[src/rtl/mem_arb_pkg.sv]
// Shared types and constants for the multi-channel cache-to-memory arbiter.
package mem_arb_pkg;

    typedef enum logic [1:0] {
        IDLE  = 2'd0,
        REQ   = 2'd1,
        WDATA = 2'd2
    } arb_state_e;

    localparam int ARB_FIXED = 0;
    localparam int ARB_RR    = 1;

endpackage

[src/rtl/rr_priority_picker.sv]
// Picks one requester: lowest index (fixed) or first at/after the pointer (round-robin).
module rr_priority_picker
    import mem_arb_pkg::*;
#(
    parameter int NUM_CH  = 2,
    parameter int RR_MODE = ARB_RR,
    parameter int CH_W    = $clog2(NUM_CH)
) (
    input  logic [NUM_CH-1:0] i_req,
    input  logic [CH_W-1:0]   i_rr_ptr,
    output logic [NUM_CH-1:0] o_grant_oh,
    output logic [CH_W-1:0]   o_grant_idx
);

    int            w_base;
    int            w_cand;
    logic [CH_W-1:0] w_idx;
    logic          w_found;

    // NOTE: every variable written in this block gets a default first, so no path leaves one unassigned and no latch is inferred.
    always_comb begin
        o_grant_oh  = '0;
        o_grant_idx = '0;
        w_found     = 1'b0;
        w_cand      = 0;
        w_idx       = '0;
        w_base      = (RR_MODE == ARB_RR) ? int'(i_rr_ptr) : 0;
        for (int k = 0; k < NUM_CH; k++) begin
            w_cand = w_base + k;
            if (w_cand >= NUM_CH) begin
                w_cand = w_cand - NUM_CH;
            end
            w_idx = CH_W'(w_cand);
            if (!w_found && i_req[w_idx]) begin
                w_found            = 1'b1;
                o_grant_oh[w_idx]  = 1'b1;
                o_grant_idx        = w_idx;
            end
        end
    end

endmodule

[src/rtl/mem_arbiter_n.sv]
// Funnels NUM_CH cache miss/writeback channels onto one memory port, with
// multi-beat write forwarding and tag-based read response routing.
module mem_arbiter_n
    import mem_arb_pkg::*;
#(
    parameter int NUM_CH      = 2,
    parameter int ADDR_BITS   = 28,
    parameter int DATA_BITS   = 128,
    parameter int TAG_BITS    = 5,
    parameter int WRITE_BEATS = 4,
    parameter int RR_MODE     = ARB_RR
) (
    input  logic                          clk,
    input  logic                          reset,

    input  logic [NUM_CH-1:0]             ch_req_valid,
    output logic [NUM_CH-1:0]             ch_req_ready,
    input  logic [NUM_CH-1:0]             ch_req_rw,
    input  logic [NUM_CH*ADDR_BITS-1:0]   ch_req_addr,

    input  logic [NUM_CH-1:0]             ch_data_valid,
    output logic [NUM_CH-1:0]             ch_data_ready,
    input  logic [NUM_CH*DATA_BITS-1:0]   ch_data_bits,
    input  logic [NUM_CH*DATA_BITS/8-1:0] ch_data_mask,

    output logic [NUM_CH-1:0]             ch_resp_valid,
    output logic [DATA_BITS-1:0]          ch_resp_data,

    output logic                          mem_req_valid,
    input  logic                          mem_req_ready,
    output logic                          mem_req_rw,
    output logic [ADDR_BITS-1:0]          mem_req_addr,
    output logic [TAG_BITS-1:0]           mem_req_tag,

    output logic                          mem_req_data_valid,
    input  logic                          mem_req_data_ready,
    output logic [DATA_BITS-1:0]          mem_req_data_bits,
    output logic [DATA_BITS/8-1:0]        mem_req_data_mask,

    input  logic                          mem_resp_valid,
    input  logic [DATA_BITS-1:0]          mem_resp_data,
    input  logic [TAG_BITS-1:0]           mem_resp_tag,

    output logic                          tag_err
);

    localparam int CH_W   = $clog2(NUM_CH);
    localparam int BEAT_W = (WRITE_BEATS > 1) ? $clog2(WRITE_BEATS) : 1;
    localparam int MASK_W = DATA_BITS / 8;

    if (NUM_CH < 2) begin : g_chk_num_ch
        $error("mem_arbiter_n: NUM_CH must be at least 2");
    end
    if (TAG_BITS < CH_W) begin : g_chk_tag_bits
        $error("mem_arbiter_n: TAG_BITS too narrow to carry a channel index");
    end
    if (WRITE_BEATS < 1) begin : g_chk_beats
        $error("mem_arbiter_n: WRITE_BEATS must be at least 1");
    end

    arb_state_e         r_state;
    arb_state_e         w_state_nxt;
    logic [CH_W-1:0]    r_grant;
    logic [CH_W-1:0]    w_grant_nxt;
    logic [CH_W-1:0]    r_rr_ptr;
    logic [CH_W-1:0]    w_rr_ptr_nxt;
    logic [BEAT_W-1:0]  r_beat_cnt;
    logic [BEAT_W-1:0]  w_beat_cnt_nxt;
    logic               r_tag_err;

    logic [NUM_CH-1:0]  w_pick_oh;
    logic [CH_W-1:0]    w_pick_idx;
    logic               w_any_req;

    logic               w_sel_rw;
    logic [ADDR_BITS-1:0] w_sel_addr;
    logic               w_sel_dvalid;
    logic [DATA_BITS-1:0] w_sel_bits;
    logic [MASK_W-1:0]  w_sel_mask;
    logic [CH_W-1:0]    w_grant_inc;
    logic               w_last_beat;
    logic               w_beat_hs;
    logic               w_tag_bad;

    rr_priority_picker #(
        .NUM_CH  (NUM_CH),
        .RR_MODE (RR_MODE),
        .CH_W    (CH_W)
    ) u_picker (
        .i_req       (ch_req_valid),
        .i_rr_ptr    (r_rr_ptr),
        .o_grant_oh  (w_pick_oh),
        .o_grant_idx (w_pick_idx)
    );

    assign w_any_req = |w_pick_oh;

    // The granted channel's request and data paths are steered straight through.
    assign w_sel_rw     = ch_req_rw[r_grant];
    assign w_sel_addr   = ch_req_addr[int'(r_grant)*ADDR_BITS +: ADDR_BITS];
    assign w_sel_dvalid = ch_data_valid[r_grant];
    assign w_sel_bits   = ch_data_bits[int'(r_grant)*DATA_BITS +: DATA_BITS];
    assign w_sel_mask   = ch_data_mask[int'(r_grant)*MASK_W +: MASK_W];

    assign w_grant_inc  = (r_grant == CH_W'(NUM_CH - 1)) ? '0 : r_grant + 1'b1;
    assign w_last_beat  = (r_beat_cnt == BEAT_W'(WRITE_BEATS - 1));
    assign w_beat_hs    = w_sel_dvalid && mem_req_data_ready;

    always_comb begin
        w_state_nxt        = r_state;
        w_grant_nxt        = r_grant;
        w_rr_ptr_nxt       = r_rr_ptr;
        w_beat_cnt_nxt     = r_beat_cnt;
        ch_req_ready       = '0;
        ch_data_ready      = '0;
        mem_req_valid      = 1'b0;
        mem_req_rw         = 1'b0;
        mem_req_addr       = '0;
        mem_req_tag        = '0;
        mem_req_data_valid = 1'b0;
        mem_req_data_bits  = '0;
        mem_req_data_mask  = '0;

        case (r_state)
            IDLE: begin
                if (w_any_req) begin
                    w_grant_nxt = w_pick_idx;
                    w_state_nxt = REQ;
                end
            end

            REQ: begin
                mem_req_valid         = 1'b1;
                mem_req_rw            = w_sel_rw;
                mem_req_addr          = w_sel_addr;
                mem_req_tag           = TAG_BITS'(r_grant);
                ch_req_ready[r_grant] = mem_req_ready;
                if (mem_req_ready) begin
                    if (w_sel_rw) begin
                        w_state_nxt    = WDATA;
                        w_beat_cnt_nxt = '0;
                    end else begin
                        w_state_nxt  = IDLE;
                        w_rr_ptr_nxt = w_grant_inc;
                    end
                end
            end

            WDATA: begin
                mem_req_data_valid     = w_sel_dvalid;
                mem_req_data_bits      = w_sel_bits;
                mem_req_data_mask      = w_sel_mask;
                ch_data_ready[r_grant] = mem_req_data_ready;
                if (w_beat_hs) begin
                    if (w_last_beat) begin
                        w_state_nxt    = IDLE;
                        w_rr_ptr_nxt   = w_grant_inc;
                        w_beat_cnt_nxt = '0;
                    end else begin
                        w_beat_cnt_nxt = r_beat_cnt + 1'b1;
                    end
                end
            end

            default: begin
                w_state_nxt = IDLE;
            end
        endcase
    end

    // Responses bypass the FSM entirely; out-of-range tags match no channel.
    always_comb begin
        ch_resp_valid = '0;
        for (int i = 0; i < NUM_CH; i++) begin
            if (mem_resp_valid && (mem_resp_tag == TAG_BITS'(i))) begin
                ch_resp_valid[i] = 1'b1;
            end
        end
    end

    assign ch_resp_data = mem_resp_data;
    assign w_tag_bad    = mem_resp_valid &&
                          ({1'b0, mem_resp_tag} >= (TAG_BITS + 1)'(NUM_CH));
    assign tag_err      = r_tag_err;

    // NOTE: state registers use non-blocking assignments so every flop samples pre-edge values.
    always_ff @(posedge clk) begin
        if (reset) begin
            r_state    <= IDLE;
            r_grant    <= '0;
            r_rr_ptr   <= '0;
            r_beat_cnt <= '0;
            r_tag_err  <= 1'b0;
        end else begin
            r_state    <= w_state_nxt;
            r_grant    <= w_grant_nxt;
            r_rr_ptr   <= w_rr_ptr_nxt;
            r_beat_cnt <= w_beat_cnt_nxt;
            if (w_tag_bad) begin
                r_tag_err <= 1'b1;
            end
        end
    end

endmodule

[config.mk]
export PLATFORM = sky130hd
export DESIGN_NAME = mem_arbiter_n
export DESIGN_NICKNAME = d
export VERILOG_FILES = /design/src/rtl/mem_arb_pkg.sv /design/src/rtl/rr_priority_picker.sv /design/src/rtl/mem_arbiter_n.sv
export SDC_FILE = /design/constraint.sdc
export NUM_CORES = 1
export LEC_CHECK = 0
export ABC_AREA = 0
export CAP_MARGIN = 20
export CORE_AREA = 2 2 310 312
export CTS_CLUSTER_DIAMETER = 80
export DETAILED_ROUTE_END_ITERATION = 8
export DIE_AREA = 0 0 312 314
export SLEW_MARGIN = 25
export SYNTH_ARGS = -nofsm -noshare
export SYNTH_HDL_FRONTEND = slang
export SYNTH_SLANG_ARGS = --single-unit
export TNS_END_PERCENT = 10
[constraint.sdc]
create_clock -name clk -period 2.7 [get_ports clk]
set_clock_uncertainty 0.1 [all_clocks]
set_input_delay 0.27 -clock clk [delete_from_list [all_inputs] [get_ports clk]]
set_output_delay 0.27 -clock clk [all_outputs]
set_load 0.01 [all_outputs]
**Yosys cells after proc, flatten, opt, wreduce, memory -nomap -nowiden**

Cells that the tools add are included.

- Input bits: 488
- Register bits: 7
- Word-level logic and storage cells: 102

- Reductions and logical operators: 17
- Shift-type cells: 3
- Add/sub/neg operators: 5
- $lt $le $gt $ge: 9
- Bitwise logic cells: 3
- Muxes and demuxes: 49
- Eq/ne operators: 10
- Multiply operators: 1

Operators with widths:

| kind | number |
|---|---|
| $shiftx 256x9->128 | 1 |
| $mux 128 | 1 |
| $shiftx 56x7->28 | 1 |
| $shiftx 32x6->16 | 1 |
| $mux 28 | 1 |
| $mux 1 | 27 |
| $mux 2 | 13 |
| $mux 16 | 1 |
| $ne 2x2->1 const B | 6 |
| $logic_and 1x1->1 | 8 |
| $reduce_and 4->1 | 2 |
| $lt 1x2->1 const B | 3 |
| $pmux 2 s3 | 1 |
| $eq 5x1->1 const B | 1 |
| $ge 5x2->1 const B | 1 |
| $logic_not 5->1 | 1 |
| $reduce_and 5->1 | 1 |
| $and 2x2->2 | 2 |
| $eq 2x2->1 const B | 2 |
| $mul 1x3->4 const B | 1 |
| $pmux 2 s2 | 1 |
| $demux 1 s1 | 3 |
| $ge 1x1->1 const B | 3 |
| $add 1x1->2 const B | 1 |
| 13 further kinds | 14 |

**Logic depth before layout (Yosys ltp)**

- Word-level depth: 12
- Mapped depth: 5
- Depth with buffers taken out: 4

**Hierarchy**

A second synthesis with hierarchy kept.

- Cell total of the unflattened synthesis: 577
- Area total of the unflattened synthesis: 4068.9 µm²

By module, submodules not included:

| module | times used | area each (µm²) | cells each |
|---|---|---|---|
| mem_arbiter_n | 1 | 4038.9 | 573 |
| rr_priority_picker | 1 | 30.0 | 4 |

**Worst setup path before layout**

Ideal clock, no wire load.

- Path type: register to output
- Start: register r_grant
- End: output mem_req_data_bits[105]
- Slack: 1192 ps
- Required time: 2330 ps
- Arrival time: 1138 ps
- Cell stages (with the launch flop): 6
- Buffers on the path: 3
- Cells stage by stage: dfxtp_1 -> buf_4 -> buf_2 -> buf_2 -> mux2i_1 -> nor2_1

- Word-level cells in the longest chain between the ends: 2

RTL lines:

| what | RTL line | RTL |
|---|---|---|
| from (decl) | mem_arbiter_n.sv:63 | `logic [CH_W-1:0] r_grant;` |
| from (signal assigned) | mem_arbiter_n.sv:196 | `r_grant <= w_grant_nxt;` |
| $shiftx 256x9->128 | mem_arbiter_n.sv:102 | `assign w_sel_bits = ch_data_bits[int'(r_grant)*DATA_BITS +: DATA_BITS];` |
| $mux 128 | mem_arbiter_n.sv:124 | `case (r_state)` |
| to (decl) | mem_arbiter_n.sv:37 | `output logic [DATA_BITS-1:0] mem_req_data_bits,` |

Every way passes these cells.

**Final worst setup path**

- Start: register r_grant
- End: output mem_req_data_bits[123]

The elaborated chain is that of the path after synthesis.

==> metrics.yaml <==
outcome: "complete, no violations"
vias: 5675
synth_top_family_by_area: "multiplexers"
post_dp_cell_area_mm2: 0.0104
first_iter_violations: 173
critical_path.max_fanout: 24
worstMarginPinSlew_ps: 535
synth_seq_cells: 7
clk_pin_slew_ps: 40
gr-total-overflow: 0
routed_via_density: 2.52
yosysWarnings: 0
ys_async_sr_fraction_pct: 0
max_freq_ghz: 0.390
critical_path_class: "flip-flop to primary output"
place.port_buffers: 542
cts_htree_levels: 1
cts.sinks: 7
initial_core_util_pct: 4.24
slew_violations: 0
grt_pass1_vias: 6003
synth_adder_area_share_pct: 0.312
drc_errors: 0
ant_nets: 0
fp.coreArea_mm2: 0.0944
ir_drop_v: 0.000132
drive_gt1_share_pct: 10.9
clock_latency_ps: 240
dp_cells: 2249
max_slew_margin_pct: 63.3
finalHoldViolations: 0
synthMuxAreaShare_pct: 44.4
total_leakage_power_nw: 3.39
dieArea_mm2: 0.0980
rows: 113
die_w_um: 312
grt.total_usage_pct: 10.8
r2r_setup_slack_ps: 570
synth_simple_gate_area_share_pct: 20.0
layout.nets: 1478
design_area_mm2: 0.0105
synthToLayoutAreaGrowth_pct: 163
startpoint_type: "flip-flop"
hold_path_class: "flip-flop to flip-flop"
postLayoutCoreUtil_pct: 11.2
cts_tree: "built"
final.min_clock_period_ps: 2560
power_density_mw_per_mm2: 173
ys_seq_area_share_pct: 3.50
synth-edff-count: 0
grt_pass1_wl_um: 67800
wire_per_inst_um: 24.8
grt_max_degree: 70
reg2reg_to: "r_rr_ptr"
dp_hpwl_um: 52100
place_congestion: 0.830
startpoint: "r_grant"
synthFlopType: "dfxtp_1"
mostFrequentLayoutCells: "clkdlybuf4s50_1 (488), nor2_1 (183), mux2i_1 (171)"
io_pins: 803
fillCellCount: 11100
syn_inst: 570
crit_path_end: "mem_req_data_bits[123]"
root_buffer: "clkbuf_16"
cp.required_ps: 2330
min_period_over_period_pct: 94.9
worstPathArrival_ps: 2190
finalPower_mw: 1.82
cts-buffers-inserted: 3
die_h_um: 314
synth_compound_area_share_pct: 1.47
rsz0062_at_grt: "no"
ff2ff_path_depth: 5
reg2reg_from: "r_grant"
routed_wl_um: 56000
cap_violations: 0
antenna_found_initial: 5
yosysUniqueCellTypes: 28
synth_xor_xnor_area_share_pct: 0
end_kind: "primary output"
post-cts-setup-buffer-count: 0
setup_viol: 0
drt_pre_antenna_iters: 4
synth_area_mm2: 0.00401
final_common_cell: "clkdlybuf4s50_1"
clock_path_buffers: 2
stdcell_count: 2255
syn_area_per_cell_um2: 7.03
## metrics by stage
stage          hold WS (ps)  setup slack, ps  setup TNS (ps)
2_1_floorplan           291             1190               0
3_3_place_gp            360             -138            -202
6_report                386              138               0
4_1_cts                 394             21.4               0
5_1_grt                 411             23.0               0
3_5_place_dp            385             -106            -107
## state kept, by name, summed over array words and instances, names as in the netlist
| signal | cells |
|---|---|
| r_beat_cnt | 2 |
| r_state | 2 |
| r_grant | 1 |
| r_rr_ptr | 1 |
| tag_err | 1 |
## logic make-up after synthesis
logic type | after synthesis
other | 1
flip-flops | 7
AO/OA/AOI/OAI | 9
adder cells (fa/ha/maj) | 1
AND/OR/NAND/NOR | 201
buffers and inverters | 174
multiplexers | 177
## critical path, cell delays in order, from the launching register on
cell             delay, ps
dfxtp_4                380
buf_12                 190
buf_4                  310
mux2i_1                150
nor2_1                 260
clkdlybuf4s50_1        600
## power breakdown
group          switching, mW  internal (mW)  total (mW)
combinational          0.587          0.854        1.44
clock                 0.0665          0.197       0.264
sequential           0.00763          0.109       0.117
## final cells by class
type / count / area [µm²] / area share, %
sequential: 7 / 144 / 1.36
timing repair buffer: 583 / 6040 / 57.2
antenna: 2 / 5.00 / 0.0475
clock buffer: 4 / 78.8 / 0.748
tap: 1265 / 1580 / 15.0
multi-input combinational: 392 / 2690 / 25.5
inverter: 2 / 7.51 / 0.0712
## cell usage after synthesis, drive strengths merged, types with 2 or more instances
library cell  count  share of area [%]
nor2            183                 17
mux2i           175                 44
buf             167                 30
dfxtp             7                3.5
clkbuf            5               0.47
nand2b            5               0.78
a21oi             3               0.37
inv               2               0.19
mux2              2               0.56
nand2             2               0.19
nand3             2               0.25
nand3b            2               0.37
or4               2               0.37
## how the worst min path moves through the flow
stage | to | slack [ps] | start | cells past startpoint
floorplan | r_state[0] | 290 | mem_req_ready | 1
global placement | tag_err | 360 | tag_err | 2
detailed placement | tag_err | 380 | tag_err | 2
CTS | tag_err | 390 | tag_err | 2
global route | r_beat_cnt[1] | 410 | r_beat_cnt[1] | 2
finish | tag_err | 390 | tag_err | 2
## per-layer routing
layer,GRT usage (%),vias to the layer above,wire [µm]
li1,-,2587,-
met5,0,-,39
met3,9.11,13,10600
met1,11.3,2516,20300
met2,17.5,553,24900
met4,0.524,6,116
## timing repair
action,CTS,global route
gates cloned,0,0
endpoints found under the setup margin,4,1
hold buffers,0,0
gates resized for setup,3,1
pin swaps,0,0
(Power assumes the default switching activity.)
